**config.mk**
```make
export PLATFORM = sky130hd
export DESIGN_NAME = ysyx_25030093_regfile_sb_flat
export DESIGN_NICKNAME = d
export VERILOG_FILES = /design/src/rtl/ysyx_25030093_regfile_sb_if.sv /design/src/rtl/ysyx_25030093_regfile_sb.sv /design/src/flat_wrapper.sv
export SDC_FILE = /design/constraint.sdc
export NUM_CORES = 2
export LEC_CHECK = 0
export CAP_MARGIN = 5
export CORE_MARGIN = 2
export CORE_UTILIZATION = 60
export DETAILED_ROUTE_END_ITERATION = 7
export PLACE_DENSITY = 0.82
export SETUP_SLACK_MARGIN = 0.5
export SYNTH_ARGS = -nofsm -noshare
export SYNTH_HDL_FRONTEND = slang
export SYNTH_SLANG_ARGS = --single-unit
```
**constraint.sdc**
```tcl
create_clock -name clk -period 2.32 [get_ports clk]
set_input_delay 0.232 -clock clk [delete_from_list [all_inputs] [get_ports clk]]
set_output_delay 0.232 -clock clk [all_outputs]
set_load 0.03 [all_outputs]
```
**src/rtl/ysyx_25030093_regfile_sb_if.sv**
```systemverilog
// Decode/writeback bus for the GPR file with its busy scoreboard.
// Read ports are packed as [NREAD-1:0][W-1:0], so port i sits at bits [i*W +: W].
interface ysyx_25030093_regfile_sb_if #(
  parameter int ADDR_WIDTH = 5,
  parameter int DATA_WIDTH = 32,
  parameter int NREAD      = 2
);
  localparam int NREGS = 2**ADDR_WIDTH;

  logic                                wen;
  logic [ADDR_WIDTH-1:0]               waddr;
  logic [DATA_WIDTH-1:0]               wdata;
  logic [NREAD-1:0][ADDR_WIDTH-1:0]    raddr;
  logic [NREAD-1:0]                    rd_use;
  logic [NREAD-1:0][DATA_WIDTH-1:0]    rdata;
  logic                                issue_valid;
  logic [ADDR_WIDTH-1:0]               issue_rd;
  logic [NREGS-1:0]                    busy_vec;
  logic                                hazard;

  modport master (
    output wen, waddr, wdata, raddr, rd_use, issue_valid, issue_rd,
    input  rdata, busy_vec, hazard
  );

  modport slave (
    input  wen, waddr, wdata, raddr, rd_use, issue_valid, issue_rd,
    output rdata, busy_vec, hazard
  );
endinterface

```
**src/rtl/ysyx_25030093_regfile_sb.sv**
```systemverilog
// GPR file with NREAD read ports, one write port and a busy scoreboard driving the decode stall.
// Define REGFILE_BYPASS_EN to forward same-cycle writeback data to the read ports.
module ysyx_25030093_regfile_sb_rport #(
  parameter int ADDR_WIDTH = 5,
  parameter int DATA_WIDTH = 32,
  parameter int ZERO_REG   = 1
) (
  input  logic                  rst_n,
  input  logic [ADDR_WIDTH-1:0] raddr,
  input  logic                  rd_use,
  input  logic [DATA_WIDTH-1:0] stored,
  input  logic                  busy_bit,
  input  logic                  wen,
  input  logic [ADDR_WIDTH-1:0] waddr,
  input  logic [DATA_WIDTH-1:0] wdata,
  output logic [DATA_WIDTH-1:0] rdata,
  output logic                  raw
);
  logic is_zero;
  logic fwd;

  assign is_zero = (ZERO_REG != 0) && (raddr == '0);

`ifdef REGFILE_BYPASS_EN
  assign fwd = wen && (waddr == raddr) && !is_zero;
`else
  // Without bypass the writeback inputs are only consumed by the array itself.
  logic unused_wb;
  assign unused_wb = ^{wen, waddr, wdata};
  assign fwd       = 1'b0;
`endif

  always_comb begin
    rdata = stored;
    if (fwd) rdata = wdata;
    if (is_zero || !rst_n) rdata = '0;
  end

  assign raw = rst_n && rd_use && busy_bit && !fwd && !is_zero;
endmodule

module ysyx_25030093_regfile_sb #(
  parameter int ADDR_WIDTH = 5,
  parameter int DATA_WIDTH = 32,
  parameter int NREAD      = 2,
  parameter int ZERO_REG   = 1
) (
  input logic                      clk,
  input logic                      rst_n,
  ysyx_25030093_regfile_sb_if.slave bus
);
  localparam int NREGS = 2**ADDR_WIDTH;

  logic [NREGS-1:0][DATA_WIDTH-1:0] rf;
  logic [NREGS-1:0]                 busy;
  logic [NREGS-1:0]                 busy_nxt;
  logic [NREAD-1:0][DATA_WIDTH-1:0] stored;
  logic [NREAD-1:0]                 raw;
  logic                             waw;
  logic                             hazard_int;
  logic                             wr_ok;

  assign wr_ok = bus.wen && !((ZERO_REG != 0) && (bus.waddr == '0));

  always_ff @(posedge clk or negedge rst_n) begin
    if (!rst_n) rf <= '0;
    else if (wr_ok) rf[bus.waddr] <= bus.wdata;
  end

  genvar i;
  generate
    for (i = 0; i < NREAD; i++) begin : g_rport
      assign stored[i] = rf[bus.raddr[i]];
      ysyx_25030093_regfile_sb_rport #(
        .ADDR_WIDTH(ADDR_WIDTH),
        .DATA_WIDTH(DATA_WIDTH),
        .ZERO_REG  (ZERO_REG)
      ) u_rport (
        .rst_n   (rst_n),
        .raddr   (bus.raddr[i]),
        .rd_use  (bus.rd_use[i]),
        .stored  (stored[i]),
        .busy_bit(busy[bus.raddr[i]]),
        .wen     (bus.wen),
        .waddr   (bus.waddr),
        .wdata   (bus.wdata),
        .rdata   (bus.rdata[i]),
        .raw     (raw[i])
      );
    end
  endgenerate

  // WAW: an issue must not overtake an older in-flight writer of the same register.
  assign waw = rst_n && bus.issue_valid && busy[bus.issue_rd]
            && !((ZERO_REG != 0) && (bus.issue_rd == '0));
  assign hazard_int = (|raw) || waw;

  // Clear from writeback first so a same-cycle issue (the younger writer) wins.
  always_comb begin
    busy_nxt = busy;
    if (bus.wen) busy_nxt[bus.waddr] = 1'b0;
    if (bus.issue_valid && !hazard_int) busy_nxt[bus.issue_rd] = 1'b1;
    if (ZERO_REG != 0) busy_nxt[0] = 1'b0;
  end

  always_ff @(posedge clk or negedge rst_n) begin
    if (!rst_n) busy <= '0;
    else        busy <= busy_nxt;
  end

  assign bus.busy_vec = busy;
  assign bus.hazard   = hazard_int;
endmodule

```
**src/flat_wrapper.sv**
```systemverilog
// flat-port wrapper written by rule: the top's interface ports become plain ports
module ysyx_25030093_regfile_sb_flat 
#(
  parameter int ADDR_WIDTH = 5,
  parameter int DATA_WIDTH = 32,
  parameter int NREAD      = 2,
  parameter int ZERO_REG   = 1
)
  (clk, rst_n, bus_wen, bus_waddr, bus_wdata, bus_raddr, bus_rd_use, bus_issue_valid, bus_issue_rd, bus_rdata, bus_busy_vec, bus_hazard);
  ysyx_25030093_regfile_sb_if #(.ADDR_WIDTH(ADDR_WIDTH), .DATA_WIDTH(DATA_WIDTH), .NREAD(NREAD)) bus_i ();
  input logic clk;
  input logic rst_n;
  input wire logic [$bits(bus_i.wen)-1:0] bus_wen;
  input wire logic [$bits(bus_i.waddr)-1:0] bus_waddr;
  input wire logic [$bits(bus_i.wdata)-1:0] bus_wdata;
  input wire logic [$bits(bus_i.raddr)-1:0] bus_raddr;
  input wire logic [$bits(bus_i.rd_use)-1:0] bus_rd_use;
  input wire logic [$bits(bus_i.issue_valid)-1:0] bus_issue_valid;
  input wire logic [$bits(bus_i.issue_rd)-1:0] bus_issue_rd;
  output wire logic [$bits(bus_i.rdata)-1:0] bus_rdata;
  output wire logic [$bits(bus_i.busy_vec)-1:0] bus_busy_vec;
  output wire logic [$bits(bus_i.hazard)-1:0] bus_hazard;
  assign bus_i.wen = bus_wen;
  assign bus_i.waddr = bus_waddr;
  assign bus_i.wdata = bus_wdata;
  assign bus_i.raddr = bus_raddr;
  assign bus_i.rd_use = bus_rd_use;
  assign bus_i.issue_valid = bus_issue_valid;
  assign bus_i.issue_rd = bus_issue_rd;
  assign bus_rdata = bus_i.rdata;
  assign bus_busy_vec = bus_i.busy_vec;
  assign bus_hazard = bus_i.hazard;
  ysyx_25030093_regfile_sb #(.ADDR_WIDTH(ADDR_WIDTH), .DATA_WIDTH(DATA_WIDTH), .NREAD(NREAD), .ZERO_REG(ZERO_REG)) u_core (.clk(clk), .rst_n(rst_n), .bus(bus_i));
endmodule
```
==> metrics.md <==
| Metric | Value |
|---|---|
| Crit-path most repeated cell | `mux4_2` |
| Post-DP HPWL | `107000 um` |
| CTS tree | `yes` |
| Routed Antenna Nets | `0` |
| Layout Area Growth over Synthesis | `23.5%` |
| Site Rows | `112` |
| Worst path arrival time | `2.55 ns` |
| Grt total ovfl | `0` |
| Global-route wire length before repair | `269000 um` |
| Worst setup SP type | `flop` |
| Post-synth EDFFs | `0` |
| Cell with the most instances after synthesis | `dfrtp_1` |
| Max rail drop VDD | `636 uV` |
| Met3 WL | `17900 um` |
| Clock-pin slew on the worst setup and hold paths | `0.06 ns` |
| Netlist Area Pre-Place | `56700 um^2` |
| Failing checks | `setup timing` |
| Setup WS post-layout | `-0.460 ns` |
| Cell area after layout | `70000 um^2` |
| Starting Density | `60.6%` |
| Fmax | `0.360 GHz` |
| Via count | `41100` |
| Vias per cell | `7.21` |
| Die width | `311 um` |
| Sequential area share after synthesis | `46.6%` |
| Fin crit period | `2.78 ns` |
| Clock skew | `0.0118 ns` |
| Port Buffers | `153` |
| Initial antenna violation count | `0` |
| Residual DRC | `0` |
| Ys async rst share | `100%` |
| Die H | `311 um` |
| Area leader, netlist | `dfrtp_1` |
| Sum Neg Setup Slack | `-21.89 ns` |
| Final Non-Filler Cells | `5699` |
| HP Class | `reg -> reg` |
| H-tree levels | `3` |
| 1st-pass router iterations | `6` |
| Fin nets | `4412` |
| Top sig layer | `met5` |
| 1st-iter DRT viols | `4816` |
| Mapped Cells | `4061` |
| Number of global-route vias before repair | `42700` |
| Clk_lat worst skew | `0.69 ns` |
| Critical Path Fanout Max | `2` |
| Mean Syn Cell Area | `14.0 um^2` |
| Fin crit share | `120%` |
| GPL Wtd Cong | `0.906` |
| Final hold vios | `0` |
| Status | `finished with violations` |
| Critical path buffers and inverters | `1` |
| Slew of the pin with the lowest slew margin | `1.02 ns` |
| Max incr delay on CP | `0.54 ns` |
| Area share of the largest cell type after synthesis | `46.6%` |
| Root Driver | `clkbuf_16` |
| CTS Buffer Depth | `3` |
| Post-synth top cells | `1055 x dfrtp_1, 996 x mux2_2, 398 x mux2i_1` |
| Total core area | `93500 um^2` |
| # setup viols final | `88` |
| Area after DPL | `63800 um^2` |
| Largest net degree at the start of global routing | `158` |
| RSZ-0062 raised after global routing | `true` |
| CTS Buf Count | `108` |
| Synth top area cells | `dfrtp_1 47%, mux2_2 20%, mux4_2 14%, mux2i_1 7.0%, o221ai_1 3.0%` |
| Metal-1 WL | `66700 um` |
| Tot GR Track Use | `36.5%` |
| Synth Register Bits | `1055` |
| Worst hold slack | `0.399 ns` |
| Syn Nets | `4119` |
| Yosys warnings | `0` |
| Share of layout cells above drive strength 1 | `56.6%` |
| Final WL | `180000 um` |
| Netlist cell types | `45` |
| DR WL/cell | `31.6 um` |
| Met2 WL post-DR | `84100 um` |
| Slowest cell on crit path | `mux4_2` |
| Pwr per Cell Area | `827 nW/um^2` |
| Crit path capture type | `primary output` |
| Family with the most delay on the worst path | `multiplexers` |
| Slew Viols, Final | `0` |
| Critical path class | `reg -> out` |
| Placed insts | `5402` |
| Max_slew headroom | `31.9%` |
| Die footprint | `96900 um^2` |
| Ys flop type | `dfrtp_1` |
| CP Data Required Time | `2.09 ns` |
| Final Util | `74.9%` |
| Clock sink count | `1055` |
| IO Count | `155` |
| Crit path cell chain | `mux4_2 > mux4_2 > a21oi_4 > nor2_4 > buf_12` |
| Pleak | `0.0303 uW` |
| Max Cap Violations | `0` |
[layout by cell type, fill, tap and decap left out, drive strengths merged, types with 9 or more instances in the layout]
| cell type | synthesis | layout |
|---|---|---|
| clkdlybuf4s15 | 0 | 9 |
| mux4 | 368 | 368 |
| o21ai | 26 | 26 |
| dlygate4sd2 | 0 | 22 |
| nor2 | 119 | 119 |
| bufinv | 0 | 11 |
| o221ai | 195 | 195 |
| o31ai | 23 | 23 |
| mux2 | 996 | 996 |
| a21oi | 161 | 161 |
| mux2i | 398 | 398 |
| clkdlybuf4s50 | 0 | 47 |
| o22ai | 98 | 98 |
| clkbuf | 275 | 159 |
| nor3 | 65 | 65 |
| dfrtp | 1055 | 1055 |
| clkinv | 0 | 25 |
| inv | 9 | 12 |
| buf | 181 | 557 |
| nand2 | 39 | 39 |
[worst register-to-register path, cell delays in order, from the launching register on]
cell and delay (ns):
dfrtp_1 0.51, mux4_2 0.53, mux2i_1 0.16, o221ai_1 0.14
nand4_1 0.21, buf_4 0.15, buf_6 0.09, buf_6 0.09
buf_6 0.09, buf_6 0.08, buf_6 0.08, buf_6 0.08
nand4_1 0.12, buf_6 0.20, o21ai_2 0.15
[metrics by stage]
stage / total power, uW / setup WS, ns
6_report: 57900 / -0.460
4_1_cts: 57000 / -0.451
3_5_place_dp: 37800 / -0.343
2_1_floorplan: 33500 / 0.226
5_1_grt: 59900 / -0.486
3_3_place_gp: 37000 / -0.294
[path summary, 6_finish.rpt]
kind,cells after the start,from,slack [ns],end
max,5,u_core.rf[159],-0.46,bus_rdata[31]
min,0,u_core.rf[10],0.40,u_core.rf[10]
max reg2reg,14,u_core.bus.busy_vec[31],-0.43,u_core.bus.busy_vec[21]
min reg2reg,0,u_core.rf[10],0.40,u_core.rf[10]
max in group asynchronous,5,rst_n,0.62,u_core.rf[140]
min in group asynchronous,3,rst_n,0.61,u_core.rf[983]
[flip-flops by register name, summed over array words and instances (netlist names)]
signal               cells
u_core.bus.busy_vec     31
u_core.rf             1024
[power breakdown]
group | switching, uW | total, uW | leakage, uW | internal [uW]
logic | 6510 | 14500 | 0.0149 | 7960
registers | 2970 | 24900 | 0.0135 | 22000
clock network | 7540 | 18500 | 0.00189 | 11000
[kinds of logic after synthesis]
group	count (synthesis)	share of synthesized area [%]
other	1	0.00662
buffers and inverters	465	3.50
AND/OR/NAND/NOR	262	2.11
multiplexers	1762	41.5
AO/OA/AOI/OAI	516	6.31
flip-flops	1055	46.6
[what timing repair did]
item	in CTS	in global routing
buffers inserted	76	16
endpoints found under the hold margin	165	0
pin swaps	65	74
cloned	0	3
hold buffers	1	0
resized for setup	235	124
setup endpoints to repair	127	292
[final cells by class]
type / count / area [um^2]
sequential: 1055 / 26400
timing repair buffer: 639 / 7300
tap: 1254 / 1570
inverter: 9 / 41.3
multi-input combinational: 2541 / 30800
clock inverter: 43 / 538
fill: 5330 / 23500
antenna: 2 / 5.00
clock buffer: 156 / 3270
[metal layers]
layer / vias to the layer above / global-route usage, %
li1: 16300 / -
met1: 21400 / 48.1
met2: 2623 / 56.8
met3: 745 / 8.78
met4: 2 / 19.0
met5: - / 0
No activity file was read; power rests on OpenSTA's default activity.
